$ cat src/rtl/exc_pkg.sv
`default_nettype none
// ============================================================================
// Module      : exc_pkg
// Description : Shared constants and types for the exception controller:
//               MIPS ExcCode values, m_exc flag bit positions, CP0 register
//               indices, the default exception vector and the FSM state type.
// Revision    : 1.0 - initial release
// ============================================================================
package exc_pkg;

  // Default exception entry address
  localparam logic [31:0] c_EXC_VECTOR = 32'hBFC00380;

  // Cause.ExcCode values
  localparam logic [4:0] c_EXC_INT  = 5'h00;
  localparam logic [4:0] c_EXC_ADEL = 5'h04;
  localparam logic [4:0] c_EXC_ADES = 5'h05;
  localparam logic [4:0] c_EXC_SYS  = 5'h08;
  localparam logic [4:0] c_EXC_BP   = 5'h09;
  localparam logic [4:0] c_EXC_RI   = 5'h0A;
  localparam logic [4:0] c_EXC_OV   = 5'h0C;

  // Bit positions inside the 7-bit m_exc flag vector
  localparam int unsigned c_F_ADEL_IF = 6;
  localparam int unsigned c_F_RI      = 5;
  localparam int unsigned c_F_OV      = 4;
  localparam int unsigned c_F_SYS     = 3;
  localparam int unsigned c_F_BP      = 2;
  localparam int unsigned c_F_ADEL_LD = 1;
  localparam int unsigned c_F_ADES    = 0;

  // CP0 register indices (bit n of cp0_we strobes register n)
  localparam int unsigned c_CP0_BADVADDR = 8;
  localparam int unsigned c_CP0_STATUS   = 12;
  localparam int unsigned c_CP0_CAUSE    = 13;
  localparam int unsigned c_CP0_EPC      = 14;

  // Exception sequencer states
  typedef enum logic [1:0] {
    ST_IDLE     = 2'd0,
    ST_COMMIT   = 2'd1,
    ST_REDIRECT = 2'd2
  } exc_state_e;

endpackage : exc_pkg
`default_nettype wire

$ cat src/rtl/exc_prio.sv
`default_nettype none
// ============================================================================
// Module      : exc_prio
// Description : Combinational cause priority encoder. Interrupt beats every
//               synchronous exception; among the flags the order is
//               AdEL-fetch, RI, Ov, Sys, Bp, AdEL-load, AdES. Also reports
//               whether BadVAddr must be written and whether its source is
//               the PC (fetch fault) rather than the data address.
// Revision    : 1.0 - initial release
// ============================================================================
module exc_prio
  import exc_pkg::*;
(
  input  logic       i_int_pend,
  input  logic [6:0] i_exc,
  output logic       o_exc_any,
  output logic [4:0] o_exc_code,
  output logic       o_badv_we,
  output logic       o_badv_from_pc
);

  // Priority chain: first matching term selects code and BadVAddr handling
  always_comb begin
    o_exc_any      = i_int_pend | (|i_exc);
    o_exc_code     = c_EXC_INT;
    o_badv_we      = 1'b0;
    o_badv_from_pc = 1'b0;
    if (i_int_pend) begin
      o_exc_code = c_EXC_INT;
    end else if (i_exc[c_F_ADEL_IF]) begin
      o_exc_code     = c_EXC_ADEL;
      o_badv_we      = 1'b1;
      o_badv_from_pc = 1'b1;
    end else if (i_exc[c_F_RI]) begin
      o_exc_code = c_EXC_RI;
    end else if (i_exc[c_F_OV]) begin
      o_exc_code = c_EXC_OV;
    end else if (i_exc[c_F_SYS]) begin
      o_exc_code = c_EXC_SYS;
    end else if (i_exc[c_F_BP]) begin
      o_exc_code = c_EXC_BP;
    end else if (i_exc[c_F_ADEL_LD]) begin
      o_exc_code = c_EXC_ADEL;
      o_badv_we  = 1'b1;
    end else if (i_exc[c_F_ADES]) begin
      o_exc_code = c_EXC_ADES;
      o_badv_we  = 1'b1;
    end
  end

endmodule : exc_prio
`default_nettype wire

$ cat src/rtl/exc_ctrl.sv
`default_nettype none
// ============================================================================
// Module      : exc_ctrl
// Description : Memory-stage exception / ERET controller. Accepts one event
//               in IDLE, strobes the CP0 writes and flush for one COMMIT
//               cycle, then holds a fetch redirect until it is accepted.
//               Build option: define EXC_CTRL_INT_EN to enable hardware
//               interrupt detection; otherwise hw_int is ignored.
// Revision    : 1.0 - initial release
// ============================================================================
module exc_ctrl
  import exc_pkg::*;
#(
  parameter int unsigned      WIDTH      = 32,
  parameter logic [WIDTH-1:0] EXC_VECTOR = WIDTH'(c_EXC_VECTOR)
) (
  input  logic             clk,
  input  logic             rst,
  input  logic             m_valid,
  input  logic [WIDTH-1:0] m_pc,
  input  logic             m_bd,
  input  logic [WIDTH-1:0] m_badaddr,
  input  logic [6:0]       m_exc,
  input  logic             m_eret,
  input  logic [5:0]       hw_int,
  input  logic [WIDTH-1:0] status_in,
  input  logic [WIDTH-1:0] epc_in,
  input  logic             redirect_ready,
  output logic [WIDTH-1:0] cp0_we,
  output logic [WIDTH-1:0] cp0_epc,
  output logic [WIDTH-1:0] cp0_badaddr,
  output logic [4:0]       cp0_exccode,
  output logic             cp0_bd,
  output logic             cp0_exl,
  output logic             flush,
  output logic             stall,
  output logic             redirect_valid,
  output logic [WIDTH-1:0] redirect_pc
);

  // --------------------------------------------------------------------------
  // Interrupt pending term
  // --------------------------------------------------------------------------
  logic w_int_pend;

`ifdef EXC_CTRL_INT_EN
  // Enabled, unmasked line while Status.IE=1 and Status.EXL=0
  assign w_int_pend = (|(hw_int & status_in[15:10])) & status_in[0]
                      & ~status_in[1] & m_valid;
  logic w_unused_status;
  assign w_unused_status = ^{status_in[WIDTH-1:16], status_in[9:2]};
`else
  // Interrupts compiled out: Status and hw_int have no effect
  assign w_int_pend = 1'b0;
  logic w_unused_irq;
  assign w_unused_irq = ^{hw_int, status_in};
`endif

  // --------------------------------------------------------------------------
  // Cause selection
  // --------------------------------------------------------------------------
  logic       w_exc_any;
  logic [4:0] w_exc_code;
  logic       w_badv_we;
  logic       w_badv_from_pc;

  exc_prio u_prio (
    .i_int_pend     (w_int_pend),
    .i_exc          (m_exc),
    .o_exc_any      (w_exc_any),
    .o_exc_code     (w_exc_code),
    .o_badv_we      (w_badv_we),
    .o_badv_from_pc (w_badv_from_pc)
  );

  logic             w_exc_evt;
  logic             w_eret_evt;
  logic [WIDTH-1:0] w_epc;
  logic [WIDTH-1:0] w_badaddr;

  // An exception shadows an ERET presented in the same cycle
  assign w_exc_evt  = m_valid & w_exc_any;
  assign w_eret_evt = m_valid & m_eret & ~w_exc_evt;
  // Delay-slot instructions restart at the branch; wraps naturally at 0
  assign w_epc      = m_bd ? (m_pc - WIDTH'(4)) : m_pc;
  assign w_badaddr  = w_badv_we ? (w_badv_from_pc ? m_pc : m_badaddr) : '0;

  // CP0 write-strobe patterns for the two kinds of event
  logic [WIDTH-1:0] w_we_exc;
  logic [WIDTH-1:0] w_we_eret;

  // Build strobe vectors from the register indices
  always_comb begin
    w_we_exc                  = '0;
    w_we_exc[c_CP0_STATUS]    = 1'b1;
    w_we_exc[c_CP0_CAUSE]     = 1'b1;
    w_we_exc[c_CP0_EPC]       = 1'b1;
    w_we_exc[c_CP0_BADVADDR]  = w_badv_we;
    w_we_eret                 = '0;
    w_we_eret[c_CP0_STATUS]   = 1'b1;
  end

  // --------------------------------------------------------------------------
  // Sequencer state and registered outputs
  // --------------------------------------------------------------------------
  exc_state_e       state_q, state_d;
  logic [WIDTH-1:0] cp0_we_q, cp0_we_d;
  logic [WIDTH-1:0] cp0_epc_q, cp0_epc_d;
  logic [WIDTH-1:0] cp0_badaddr_q, cp0_badaddr_d;
  logic [4:0]       cp0_exccode_q, cp0_exccode_d;
  logic             cp0_bd_q, cp0_bd_d;
  logic             cp0_exl_q, cp0_exl_d;
  logic             flush_q, flush_d;
  logic             stall_q, stall_d;
  logic             redirect_valid_q, redirect_valid_d;
  logic [WIDTH-1:0] redirect_pc_q, redirect_pc_d;

  // Next-state and next-output logic; strobes are single-cycle pulses
  always_comb begin
    state_d          = state_q;
    cp0_we_d         = '0;
    flush_d          = 1'b0;
    cp0_epc_d        = cp0_epc_q;
    cp0_badaddr_d    = cp0_badaddr_q;
    cp0_exccode_d    = cp0_exccode_q;
    cp0_bd_d         = cp0_bd_q;
    cp0_exl_d        = cp0_exl_q;
    stall_d          = stall_q;
    redirect_valid_d = redirect_valid_q;
    redirect_pc_d    = redirect_pc_q;

    case (state_q)
      ST_IDLE: begin
        if (w_exc_evt) begin
          state_d       = ST_COMMIT;
          cp0_we_d      = w_we_exc;
          flush_d       = 1'b1;
          stall_d       = 1'b1;
          cp0_epc_d     = w_epc;
          cp0_badaddr_d = w_badaddr;
          cp0_exccode_d = w_exc_code;
          cp0_bd_d      = m_bd;
          cp0_exl_d     = 1'b1;
          redirect_pc_d = EXC_VECTOR;
        end else if (w_eret_evt) begin
          state_d       = ST_COMMIT;
          cp0_we_d      = w_we_eret;
          flush_d       = 1'b1;
          stall_d       = 1'b1;
          cp0_epc_d     = epc_in;
          cp0_badaddr_d = '0;
          cp0_exccode_d = '0;
          cp0_bd_d      = 1'b0;
          cp0_exl_d     = 1'b0;
          redirect_pc_d = epc_in;
        end
      end
      ST_COMMIT: begin
        state_d          = ST_REDIRECT;
        stall_d          = 1'b1;
        redirect_valid_d = 1'b1;
      end
      ST_REDIRECT: begin
        if (redirect_ready) begin
          state_d          = ST_IDLE;
          stall_d          = 1'b0;
          redirect_valid_d = 1'b0;
        end
      end
      default: begin
        state_d          = ST_IDLE;
        stall_d          = 1'b0;
        redirect_valid_d = 1'b0;
      end
    endcase
  end

  // State and output registers; reset aborts any sequence in flight
  always_ff @(posedge clk or posedge rst) begin
    if (rst) begin
      state_q          <= ST_IDLE;
      cp0_we_q         <= '0;
      cp0_epc_q        <= '0;
      cp0_badaddr_q    <= '0;
      cp0_exccode_q    <= '0;
      cp0_bd_q         <= 1'b0;
      cp0_exl_q        <= 1'b0;
      flush_q          <= 1'b0;
      stall_q          <= 1'b0;
      redirect_valid_q <= 1'b0;
      redirect_pc_q    <= '0;
    end else begin
      state_q          <= state_d;
      cp0_we_q         <= cp0_we_d;
      cp0_epc_q        <= cp0_epc_d;
      cp0_badaddr_q    <= cp0_badaddr_d;
      cp0_exccode_q    <= cp0_exccode_d;
      cp0_bd_q         <= cp0_bd_d;
      cp0_exl_q        <= cp0_exl_d;
      flush_q          <= flush_d;
      stall_q          <= stall_d;
      redirect_valid_q <= redirect_valid_d;
      redirect_pc_q    <= redirect_pc_d;
    end
  end

  assign cp0_we         = cp0_we_q;
  assign cp0_epc        = cp0_epc_q;
  assign cp0_badaddr    = cp0_badaddr_q;
  assign cp0_exccode    = cp0_exccode_q;
  assign cp0_bd         = cp0_bd_q;
  assign cp0_exl        = cp0_exl_q;
  assign flush          = flush_q;
  assign stall          = stall_q;
  assign redirect_valid = redirect_valid_q;
  assign redirect_pc    = redirect_pc_q;

endmodule : exc_ctrl
`default_nettype wire

$ cat config.mk
export PLATFORM = sky130hd
export DESIGN_NAME = exc_ctrl
export DESIGN_NICKNAME = d
export VERILOG_FILES = /design/src/rtl/exc_pkg.sv /design/src/rtl/exc_prio.sv /design/src/rtl/exc_ctrl.sv
export SDC_FILE = /design/constraint.sdc
export NUM_CORES = 1
export LEC_CHECK = 0
export ABC_AREA = 1
export BUFFER_PORTS_ARGS = -buffer_cell sky130_fd_sc_hd__buf_2
export CORE_MARGIN = 2
export CORE_UTILIZATION = 48
export CTS_CLUSTER_DIAMETER = 200
export DETAILED_ROUTE_END_ITERATION = 6
export HOLD_SLACK_MARGIN = 0.08
export PLACE_DENSITY = 0.87
export SLEW_MARGIN = 5
export SYNTH_ARGS = -nofsm -noshare
export SYNTH_HDL_FRONTEND = slang
export SYNTH_SLANG_ARGS = --single-unit
$ cat constraint.sdc
create_clock -name clk -period 4.7 [get_ports clk]
set_input_delay 0 -clock clk [delete_from_list [all_inputs] [get_ports clk]]
set_output_delay 0 -clock clk [all_outputs]
set_load 0.02 [all_outputs]
# Word-level counts from Yosys, hierarchy flattened
# Index checks and enable logic that the tools add are counted.
# totals
reg_bits,140
output_inout_bits,138
elab_cells,70
# classes
add_sub_neg,1
eq_ne,4
n_mux,43
n_bitwise,5
reduce_logical,6
# op_table
operator,count
$mux W32,8
$mux W5,8
$sub A32 B3 Y32 const B,1
$mux W15,2
$mux W1,17
$mux W13,1
$reduce_or A7 Y1,1
$mux W2,3
$pmux W1 S3,2
$pmux W2 S3,1
$reduce_and A2 Y1,3
$and A1 B1 Y1,3
$mux W3,1
$ne A3 B3 Y1 const B,1
$eq A2 B1 Y1 const B,1
$eq A2 B2 Y1 const B,1
$logic_not A2 Y1,1
$ne A2 B2 Y1 const B,1
$not A1 Y1,2
$reduce_bool A2 Y1,1

# Longest topological paths before layout
# Gate-level depths: netlist (run 1).
# depth
depth_word,9
ltp_mapped,12
depth_no_buf,11

# Modules after synthesis
# A second synthesis (run 1) with hierarchy kept.
# unflattened
hier_cells,743
hier_area_um2,5861.9
# modules_own_cells
mod,instances,cells_each,area_each_um2,seq_area_each_um2
exc_ctrl,1,707,5713.0,2752.6
exc_prio,1,36,148.9,0.0

# Least setup slack after synthesis (run 1)
# OpenSTA, ideal clock, no wires.
# synth_timing
path_type,register to register
from,register state_q[1]
to,"register cp0_epc_q[30], in the netlist cp0_epc[30]"
setup_ps,123
arrival_time_ps,1210
setup_slack_ps,3367
path_stages_with_launch,9
n_path_buf,2
synth_period_minus_slack_ps,1333
cell_sequence,dfrtp_1 nor2_1 nand2_1 inv_1 nand2_2 buf_6 buf_6 a21oi_1 nand2_1
# synth_between
elab_chain_cells,2
# synth_lines
element,line,text
from (decl),exc_ctrl.sv:106,"exc_state_e state_q, state_d;"
from (signal assigned),exc_ctrl.sv:193,state_q <= state_d;
$logic_not A2 Y1,exc_ctrl.sv:132,case (state_q)
$reduce_and A2 Y1 (no source line),--,
to (signal assigned),exc_ctrl.sv:195,cp0_epc_q <= cp0_epc_d;
to (decl),exc_ctrl.sv:108,"logic [WIDTH-1:0] cp0_epc_q, cp0_epc_d;"
# Every way passes these cells.
# A chain may end at the register's enable or synchronous reset.

# Worst setup path in the final report (run 1)
# layout_timing
from,input m_exc[5]
to,"register cp0_exccode_q[0], in the netlist cp0_exccode[0]"
# layout_between
elab_chain_cells,6
elab_cells_between_ends,9
# layout_lines
element,line,text
from (decl),exc_ctrl.sv:23,"input logic [6:0] m_exc,"
$reduce_or A7 Y1,exc_prio.sv:24,o_exc_any = i_int_pend | (|i_exc);
$and A1 B1 Y1,exc_ctrl.sv:82,assign w_exc_evt = m_valid & w_exc_any;
$not A1 Y1,exc_ctrl.sv:83,assign w_eret_evt = m_valid & m_eret & ~w_exc_evt;
$and A1 B1 Y1,exc_ctrl.sv:83,
$reduce_bool A2 Y1 (no source line),--,
$reduce_and A2 Y1 (no source line),--,
to (signal assigned),exc_ctrl.sv:197,cp0_exccode_q <= cp0_exccode_d;
to (decl),exc_ctrl.sv:110,"logic [4:0] cp0_exccode_q, cp0_exccode_d;"
# Several ways; a longest one is shown, not always the timed one.

==> results.md, run 1 <==
- Status: complete, no violations
- Post-Route WL: 20000 um
- Largest net degree at the start of global routing: 81
- Critical path arrival: about 3100 ps
- Die Y: 115 um
- P&R area growth vs syn: 38.6%
- Fmax achieved: 352 MHz
- Post-layout min period: 2840 ps
- GRT Residual Overflow: 0
- Max_slew headroom: around a fifth
- WP buf/inv: 4
- Sequential Area: 0.00273 mm^2
- Num CTS Buffers: 9
- Slew Limit Fails: 0
- WL/cell: 15.9 um
- Final cycle utilization of the critical path: 60.4%
- H-tree levels: 3
- WP data required: 4990 ps
- Global-route wire length before repair: around 31000 um
- Post-synth top area cell: dfrtp_1
- Total global-route track usage: a little over 30%
- HPWL after DPL: 13100 um
- Switching Fraction: 44.6%
- Psw: 1.92 mW
- RSZ-0062 raised after global routing: no
- Max incr delay on CP: 610 ps
- CP top delay family: buffers and inverters
- Final Util: 67.9%
- Via count: roughly 6500
- CTS tree: yes
- Syn Area/Cell: 7.29 um^2
- Multi-input gate area: 0.00256 mm^2
- Synth top area share: 46.5%
- GP Congestion: 0.955
- CP Cell Sequence: dlygate4sd3_1 > buf_2 > nor2_1 > nand2_1 > nor3_2 > nand2_1 > nand2_4 > buf_4 > nand2_1 > o21ai_0 > dlygate4sd3_1
- Register area share after synthesis: 46.5%
- Final #Nets: 1249
- CTS Buffer Depth: 2
- Max_cap viols: 0
- Vias/cell: 5.18
- Die Wd: 115 um
- Fin. Hold Viols: 0
- YS warnings: 0
- Power share of the sequential group: 37.8%
- DRT antenna net count: 0
- Slowest-stage cell, CP: nand2_4
- Clock sinks: 109
- CORE AREA: 0.0120 mm^2
- Cells after synthesis: around 800
- Port Buffers: around 220
- Row cnt: 40
- Slew @ Worst Pin: 1180 ps
- Top cell by count, worst path: nand2_1
- Vias in the first global route: 6271
- Worst hold path type: in2reg
- Final Skew: roughly 4.9 ps
- Clock Tree Root: clkbuf_16
- Number of DRC markers in iteration 0: 622
- Final setup vio count: 0
- DRC: 0
- Initial antenna violation count: 0
- Mapped Area: 0.00586 mm^2
- LEAKAGE: 4.35 nW
- Die area: 0.0131 mm^2
- Largest fanout on the critical path: 80
- Clock power share: 16.6%
- Peak supply drop: 357 uV
- CP Capture Type: register
- Synth cell types: 28
- Setup Crit Path Kind: in2reg
- Logic pwr share: 45.6%
- Power per cell area: 530 mW/mm^2
- TNS Setup: 0 ps
- Clk Latency, worst-skew pair: 350 ps
- # IOs: 285
- Clock-pin slew on the worst setup and hold paths: 70 ps
- Drt pass-1 iters: 6
- Final-layout fill cell count: 983
- Internal: between 2 and 2.5 mW
- Synth area leaders: dfrtp_1 (47%), nand2_1 (15%), nor2_1 (7.9%)
- CP Launch Type: input port
- Initial Util: 49.0%
- Layout cell share with drive strength beyond 1: 22.4%
- Register bit total from synthesis: 109
-- worst min-delay path, stage by stage --
cell,delay [ps]
buf_2,80
inv_1,80
nand2_1,70
o21ai_0,70
o21ai_1,120
-- what timing repair did --
action                                 4_1_cts  5_1_grt
endpoints found under the hold margin      155        0
setup buffers                                0        0
hold buffers                               101        0
resized for setup                            0        0
-- placed cells by master, fill, tap and decap left out, drive strengths merged --
cell type,n
nand2,235
buf,220
nor2,128
dfrtp,109
dlygate4sd3,101
o21ai,97
inv,70
nand3,52
conb,29
a21oi,28
clkbuf,11
nand4,7
nor3,5
xor2,3
mux2i,2
o21a,2
clkinvlp,2
clkinv,2
diode,1
nand3b,1
o22ai,1
ha,1
-- flip-flops by register name (all words and copies together) (netlist names) --
name	cells
cp0_badaddr	32
cp0_bd	1
cp0_epc	32
cp0_exccode	4
cp0_exl	1
cp0_we	3
redirect_pc	32
redirect_valid	1
stall	1
state_q	2
-- path summary, 6_finish.rpt --
| kind | depth (start not counted) | from | slack [ps] | end |
|---|---|---|---|---|
| setup reg to reg | 8 | state_q[1] | 2000 | cp0_exccode[0] |
| hold / removal | 5 | m_pc[0] | 100 | cp0_badaddr[0] |
| setup / recovery | 11 | m_exc[5] | 1860 | cp0_exccode[0] |
| hold reg to reg | 2 | redirect_pc[0] | 480 | redirect_pc[0] |
| min in group asynchronous | 3 | rst | 330 | cp0_exccode[3] |
| max in group asynchronous | 4 | rst | 3230 | cp0_epc[31] |
-- layout make-up --
type / instances / share of cell area [%]
Sequential cell: 109 / 33.6
Multi-Input combinational cell: 591 / 31.5
Tap cell: 147 / 2.26
Antenna cell: 1 / 0.0308
Clock inverter: 5 / 0.446
Inverter: 69 / 3.25
Clock buffer: 11 / 2.86
Timing Repair Buffer: 321 / 26.1
-- through the flow --
stage,worst slack (ps),power (mW),hold WS [ps],instance area [um^2],instances
after floorplan,1830,2.84,138,5970,832
after global placement,2110,3.43,157,6850,1136
after detailed placement,2080,3.49,158,6850,1136
after CTS,1920,4.28,81.2,8130,1253
after global routing,1680,4.58,118,8130,1253
final,1860,4.31,95.1,8130,1254
-- synthesized netlist by cell type (all sizes together) --
library cell	number
nand3b	1
nor3	5
nor2	128
inv	69
conb	1
nand4	7
o22ai	1
a21oi	28
dfrtp	109
nand2	235
nand3	52
clkbuf	9
xor2	3
ha	1
o21a	2
buf	54
o21ai	97
mux2i	2
-- power by group through the flow --
stage | combinational [mW] | clock, mW | sequential [mW]
after CTS | 1.94 | 0.728 | 1.61
final | 1.97 | 0.715 | 1.63
after detailed placement | 1.87 | 0 | 1.62
after global routing | 2.14 | 0.761 | 1.68
after global placement | 1.82 | 0 | 1.61
after floorplan | 0.679 | 0 | 2.17
-- layer usage --
layer / GRT usage [%] / part of all wire, % / up-vias
met1: 36.8 / 39 / 3010
met5: 0 / 0 / -
met4: 16.5 / 4.8 / 0
li1: - / - / 3079
met3: 4.61 / 6.8 / 67
met2: 52.7 / 49 / 336
-- cell families after synthesis --
family	count (synthesis)	share of synthesized area, %
xor+xnor	3	0.448
compound gates	128	11.0
simple gates	428	29.7
mux	2	0.341
flops	109	46.5
buf+inv	132	11.7
other cells	1	0.0640
fa+ha+maj	1	0.213
No activity file was read; power rests on OpenSTA's default activity.
==> run 2: changes to the inputs <==
--- a/config.mk
+++ b/config.mk
@@ -5,14 +5,14 @@
 export SDC_FILE = /design/constraint.sdc
 export NUM_CORES = 1
 export LEC_CHECK = 0
-export ABC_AREA = 1
+export ABC_AREA = 0
 export BUFFER_PORTS_ARGS = -buffer_cell sky130_fd_sc_hd__buf_2
 export CORE_MARGIN = 2
-export CORE_UTILIZATION = 48
+export CORE_UTILIZATION = 41
 export CTS_CLUSTER_DIAMETER = 200
 export DETAILED_ROUTE_END_ITERATION = 6
 export HOLD_SLACK_MARGIN = 0.08
-export PLACE_DENSITY = 0.87
+export PLACE_DENSITY = 0.81
 export SLEW_MARGIN = 5
 export SYNTH_ARGS = -nofsm -noshare
 export SYNTH_HDL_FRONTEND = slang
==> constraint.sdc (replaced) <==
create_clock -name clk -period 2.56 [get_ports clk]
set_input_delay 0 -clock clk [delete_from_list [all_inputs] [get_ports clk]]
set_output_delay 0 -clock clk [all_outputs]
set_load 0.02 [all_outputs]
==> run 2 against run 1 <==
  * Cell area down 1.3%
  * First-iteration DRC count down 35%
  * Synthesized area down 7.4%
  * Count of clock-buffer cells in the layout down 1
  * Setup slack worse by 1700 ps
  * Combinational power up 71%
  * Cell count down 17%
  * Critical path type unchanged
  * Synthesized cell count down 32%
==> results.md, run 2 <==
- Status: complete, no violations
- Clk Latency, worst-skew pair: 340 ps
- # IOs: 285
- Vias in the first global route: between 5000 and 6000
- Syn Area/Cell: between 9 and 10 um^2
- CP Capture Type: register
- Initial antenna violation count: 0
- Number of DRC markers in iteration 0: just over 400
- Synth cell types: 54
- Peak supply drop: 441 uV
- Register bit total from synthesis: 109
- Post-synthesis mux area share: 6.09%
- Post-Synth XOR/XNOR Area: under 10%
- DRT antenna net count: 0
- GP Congestion: 0.814
- Dominant synthesized flop cell: dfrtp_1
- Setup repair bufs after CTS: 0
- Fin. Hold Viols: 0
- Register area share after synthesis: 50.3%
- Setup Crit Path Kind: in2reg
- YS warnings: 0
- RSZ-0062 raised after global routing: no
- Post-synth top area cell: dfrtp_1
- Port Buffers: 217
- Via count: about 5400
- Num CTS Buffers: 9
- Worst hold path type: in2reg
- Largest fanout on the critical path: 17
- Synth Area in Adders: 0.231%
- Top cells by count, synth: dfrtp_1 (109), nand2_1 (78), o21ai_0 (64)
- Initial Util: 41.5%
- Synth Area in Compound Gates: about 17%
- WL/cell: 17.7 um
- Final setup vio count: 0
- Power per cell area: 972 mW/mm^2
- Post-synth EDFFs: 0
- Global-route wire length before repair: between 20000 and 30000 um
- Mapped Area: 0.00543 mm^2
- Slew Limit Fails: 0
- TNS Setup: 0 ps
- Clock Tree Root: clkbuf_16
- Final Skew: 4.19 ps
- GRT Residual Overflow: 0
- CTS Buffer Depth: 2
- Die Wd: 119 um
- Cells after synthesis: 550
- Critical path arrival: about 2600 ps
- Die Y: roughly 120 um
- Final Util: 61.3%
- Drt pass-1 iters: 5
- Post-Route WL: 18400 um
- Layout cell share with drive strength beyond 1: a little under a third
- Clock-pin slew on the worst setup and hold paths: 80 ps
- Most frequent cells in the layout: buf_2 (217), dlygate4sd3_1 (110), dfrtp_1 (109), nand2_1 (78), o21ai_0 (64)
- H-tree levels: 3
- Vias/cell: 5.20
- Total global-route track usage: approximately 26%
- HPWL after DPL: 11600 um
- Synth top area share: approximately half
- # diodes: 0
- DRC: 0
- Most frequent cell after synthesis: dfrtp_1
- Final #Nets: 1009
- Most common cell after layout, fill and taps aside: buf_2
- Fmax achieved: ~420 MHz
- Die area: 0.0142 mm^2
- Main combinational cell family by area after synthesis: compound AO/OA/AOI/OAI gates
- Final cycle utilization of the critical path: 92.3%
- Post-synthesis simple-gate area fraction: 15.3%
- Clock sinks: about 110
- Row cnt: 42
- Synth area leaders: dfrtp_1 (50%), mux2i_1 (6.1%), o21ai_0 (5.9%)
- LEAKAGE: 3.96 nW
- Slowest-stage cell, CP: or4_1
- Max incr delay on CP: roughly 660 ps
- WP data required: 2830 ps
- Post-layout min period: 2360 ps
- CORE AREA: 0.0131 mm^2
- Post-synthesis async set-or-reset flop share: 100%
- Slew @ Worst Pin: about 930 ps
- CTS tree: yes
- P&R area growth vs syn: 47.8%
- Max_cap viols: 0
- Max_slew headroom: 38.0%
- CP Launch Type: input port
- CP Cell Sequence: dlygate4sd3_1 > buf_2 > or4_1 > o31a_1 > and3_1 > a211o_1 > o21ai_0
- Largest net degree at the start of global routing: 106
-- run 2: cell types whose count changed in the layout (fill, tap and decap cells not counted), moves of 20 or more --
cell | previous run | this run
inv_1 | 64 | 7
nand2_1 | 233 | 78
a22o_1 | 0 | 20
nor2_1 | 123 | 25
o21ai_0 | 85 | 64
nand3_1 | 51 | 2
mux2i_1 | 2 | 33
-- run 2: worst max-delay path, delay by kind of cell --
kind / cells / cell delay [ps]
AO/OA/AOI/OAI: 3 / 1020
buffers and inverters: 2 / 670
AND/OR/NAND/NOR: 2 / 930
-- run 2: per-stage QoR --
| stage | hold slack [ps] | setup slack [ps] | cells | instance area (um^2) | power (mW) |
|---|---|---|---|---|---|
| final | 101 | 198 | 1042 | 8020 | 7.80 |
| after global routing | 128 | 43.9 | 1042 | 8020 | 8.23 |
| after CTS | 86.7 | 207 | 1042 | 8020 | 7.78 |
| after detailed placement | 235 | 404 | 916 | 6600 | 6.11 |
| after global placement | 230 | 411 | 916 | 6600 | 6.01 |
| after floorplan | 126 | 564 | 578 | 5540 | 4.87 |
-- run 2: worst paths after layout --
path | start | endpoint | slack [ps] | cells after the start
setup / recovery | m_exc[3] | cp0_epc[31] | 200 | 7
hold / removal | m_pc[7] | cp0_badaddr[7] | 100 | 3
setup reg to reg | state_q[0] | cp0_exccode[2] | 420 | 7
hold reg to reg | redirect_pc[9] | redirect_pc[9] | 470 | 2
max in group asynchronous | rst | cp0_badaddr[21] | 1500 | 4
min in group asynchronous | rst | cp0_epc[5] | 380 | 3
-- run 2: final cells by class --
type	count	area (um^2)
Sequential cell	109	2730
Timing Repair Buffer	339	2310
Clock inverter	6	93.8
Inverter	9	37.5
Multi-Input combinational cell	393	2400
Tap cell	176	220
Clock buffer	10	229
Fill cell	1054	5060
-- run 2: cell families (layout without fill, tap and decap cells) --
logic type / Yosys count / in the layout
adder cells (fa/ha/maj): 1 / 1
buffers and inverters: 76 / 364
multiplexers: 33 / 33
AND/OR/NAND/NOR: 165 / 165
AO/OA/AOI/OAI: 144 / 144
XOR/XNOR: 21 / 21
flip-flops: 109 / 109
other: 1 / 29
-- run 2: where the power goes --
| group | internal, mW | switching (mW) | total, mW | leakage, nW |
|---|---|---|---|---|
| clock network | 0.870 | 0.662 | 1.53 | 0.159 |
| registers | 2.47 | 0.421 | 2.89 | 1.37 |
| logic | 1.20 | 2.17 | 3.37 | 2.44 |
| total | 4.55 | 3.26 | 7.80 | 3.96 |
-- run 2: metal layers --
metal  GRT usage, %  share of wire (%)  vias to the layer above  routed length (um)
met5              0                  0                        -                   0
met4           14.4                4.8                        0                 887
met3           4.31                6.1                       73                1120
met2           42.5                 49                      261                8940
met1           31.9                 41                     2586                7460
li1               -                  -                     2502                   -
-- run 2: timing repair --
action,4_1_cts,5_1_grt
hold buffers,110,0
gates resized for setup,0,0
endpoints found under the hold margin,140,0
==> run 3: changes to the inputs <==
--- a/config.mk
+++ b/config.mk
@@ -8,11 +8,11 @@
 export ABC_AREA = 0
 export BUFFER_PORTS_ARGS = -buffer_cell sky130_fd_sc_hd__buf_2
 export CORE_MARGIN = 2
-export CORE_UTILIZATION = 41
+export CORE_UTILIZATION = 46
 export CTS_CLUSTER_DIAMETER = 200
 export DETAILED_ROUTE_END_ITERATION = 6
 export HOLD_SLACK_MARGIN = 0.08
-export PLACE_DENSITY = 0.81
+export PLACE_DENSITY = 0.85
 export SLEW_MARGIN = 5
 export SYNTH_ARGS = -nofsm -noshare
 export SYNTH_HDL_FRONTEND = slang
==> constraint.sdc (replaced) <==
create_clock -name clk -period 2.5 [get_ports clk]
set_input_delay 0 -clock clk [delete_from_list [all_inputs] [get_ports clk]]
set_output_delay 0 -clock clk [all_outputs]
set_load 0.02 [all_outputs]
==> run 3 against run 2 <==
  * Count of clock-buffer cells in the layout unchanged
  * Clock power down 6%
  * Core utilization rose by 8.3 points
  * Via count increased by 4.4%
  * Sequential share of layout area increased by 0.17 points
  * Global-route usage grew 4.6 points
  * Largest power group unchanged
  * Highest routed layer unchanged
==> results.md, run 3 (synthesized netlist as in run 2, its figures left out) <==
- Status: complete, no violations
- CP Capture Type: register
- Global-route wire length before repair: 30300 um
- Reg2reg path depth: 7
- Worst Hold Depth: 3
- Internal: ~4.6 mW
- Psw: 3.39 mW
- Worst hold path type: in2reg
- CP Launch Type: register
- Num CTS Buffers: 9
- Row cnt: 39
- Clock-pin slew on the worst setup and hold paths: 80 ps
- Layout cell share with drive strength beyond 1: 30.7%
- Die Y: 113 um
- Initial Util: 47.3%
- Post-Route WL: 19200 um
- Final setup vio count: 0
- Metal-1 WL: 7570 um
- Clock sinks: 109
- Vias/cell: 5.60
- Max_cap viols: 0
- Met3 routed WL: 1400 um
- CTS Buffer Depth: 2
- Logic pwr share: 44.2%
- Final cycle utilization of the critical path: 95.7%
- R2r startpoint: state_q[0]
- WL met2: 9150 um
- Die area: about 0.013 mm^2
- Stages on worst setup path: 7
- Most common cell after layout, fill and taps aside: buf_2
- Top Layer Used: met4
- # diodes: 0
- # IOs: 285
- Slowest-stage cell, CP: dlygate4sd3_1
- Post-layout min period: between 2000 and 2500 ps
- Power share of the sequential group: 37.6%
- Fin. Hold Viols: 0
- Via count: 5658
- GP Congestion: between 0.8 and 0.9
- Worst Setup EP: cp0_epc[1]
- CORE AREA: 0.0115 mm^2
- Die Wd: 113 um
- P&R area growth vs syn: 47.1%
- Clock Tree Root: clkbuf_16
- Max_slew headroom: 50.0%
- LEAKAGE: 3.96 nW
- Port Buffers: 217
- Worst R2R End: cp0_epc[1]
- Clk Latency, worst-skew pair: 350 ps
- Setup repair bufs after CTS: 0
- DRC: 0
- Crit. Startpoint: state_q[0]
- Largest net degree at the start of global routing: 106
- H-tree levels: 3
- Slew Limit Fails: 0
- Peak supply drop: 684 uV
- Worst reg2reg setup slack: about 110 ps
- TNS Setup: 0 ps
- Most frequent cells in the layout: buf_2 (217), dlygate4sd3_1 (111), dfrtp_1 (109), nand2_1 (78), o21ai_0 (64)
- Largest fanout on the critical path: 18
- DRT antenna net count: 0
- Vias in the first global route: around 5700
- HPWL after DPL: 11600 um
- Final Util: 69.6%
- RSZ-0062 raised after global routing: no
- WL/cell: 19.0 um
- Fmax achieved: 418 MHz
- WP data required: 2790 ps
- Switching Fraction: 42.7%
- WP buf/inv: 3
- Critical path arrival: 2680 ps
- GRT Residual Overflow: 0
- Final #Nets: 1010
- Total global-route track usage: a little under a third
- Drt pass-1 iters: 5
- Max incr delay on CP: 570 ps
- Clock power share: 18.1%
- Initial antenna violation count: 0
- Power per cell area: 995 mW/mm^2
- CP top delay family: buffers and inverters
- Setup Crit Path Kind: reg2reg
- Number of DRC markers in iteration 0: approximately 440
- Final Skew: roughly 5.8 ps
- Slew @ Worst Pin: 749 ps
- CP Cell Sequence: or3b_2 > a21o_4 > clkinvlp_4 > buf_6 > nor2_1 > a31oi_1 > dlygate4sd3_1
- CTS tree: yes
==> run 3: final cells by class <==
class	instances	area [um^2]
tap	143	179
fill	789	3480
sequential	109	2730
clock inverter	6	62.6
timing repair buffer	340	2320
clock buffer	10	229
multi-input combinational	393	2430
inverter	9	41.3
==> run 3: metal layers <==
layer  track usage [%]  vias to the layer above
met5                 0                        -
li1                  -                     2508
met3              5.78                       95
met2              49.3                      350
met4              16.1                        0
met1              38.3                     2705
==> run 3: worst register-to-register path, delay by kind of cell (launching register included) <==
kind | cells | cell delay, ps
and+or+nand+nor | 2 | 570
DFF | 1 | 440
AOI/OAI and AO/OA | 2 | 380
buffers and inverters | 3 | 950
==> run 3: per-stage QoR <==
stage	hold slack (ps)	std cells	instance area, um^2	setup slack (ps)	total power, mW
floorplan	126	578	5540	504	4.99
global placement	148	883	6550	405	6.14
detailed placement	167	883	6550	399	6.24
CTS	81.5	1010	7950	23.9	7.83
global route	111	1010	7990	25.3	8.37
finish	96.3	1010	7990	107	7.95
==> run 3: what timing repair did <==
item | in CTS | in global routing
setup endpoints to repair | 0 | 1
hold buffers | 111 | 0
hold endpoints to repair | 128 | 0
resized for setup | 0 | 8
==> run 3: power groups by stage <==
stage / Combinational, mW / Sequential (mW) / Clock, mW
floorplan: 1.08 / 3.91 / 0
CTS: 3.43 / 2.95 / 1.45
finish: 3.51 / 2.99 / 1.44
detailed placement: 3.28 / 2.97 / 0
global placement: 3.19 / 2.95 / 0
global route: 3.76 / 3.08 / 1.53
==> run 3: how the worst min path moves through the flow <==
stage                            to  slack, ps        from
floorplan           redirect_pc[23]        130  epc_in[23]
global placement    redirect_pc[30]        150         rst
detailed placement   redirect_valid        170         rst
CTS                      cp0_epc[7]         80     m_pc[7]
global route            cp0_epc[18]        110    m_pc[18]
finish                  cp0_epc[20]        100    m_pc[20]
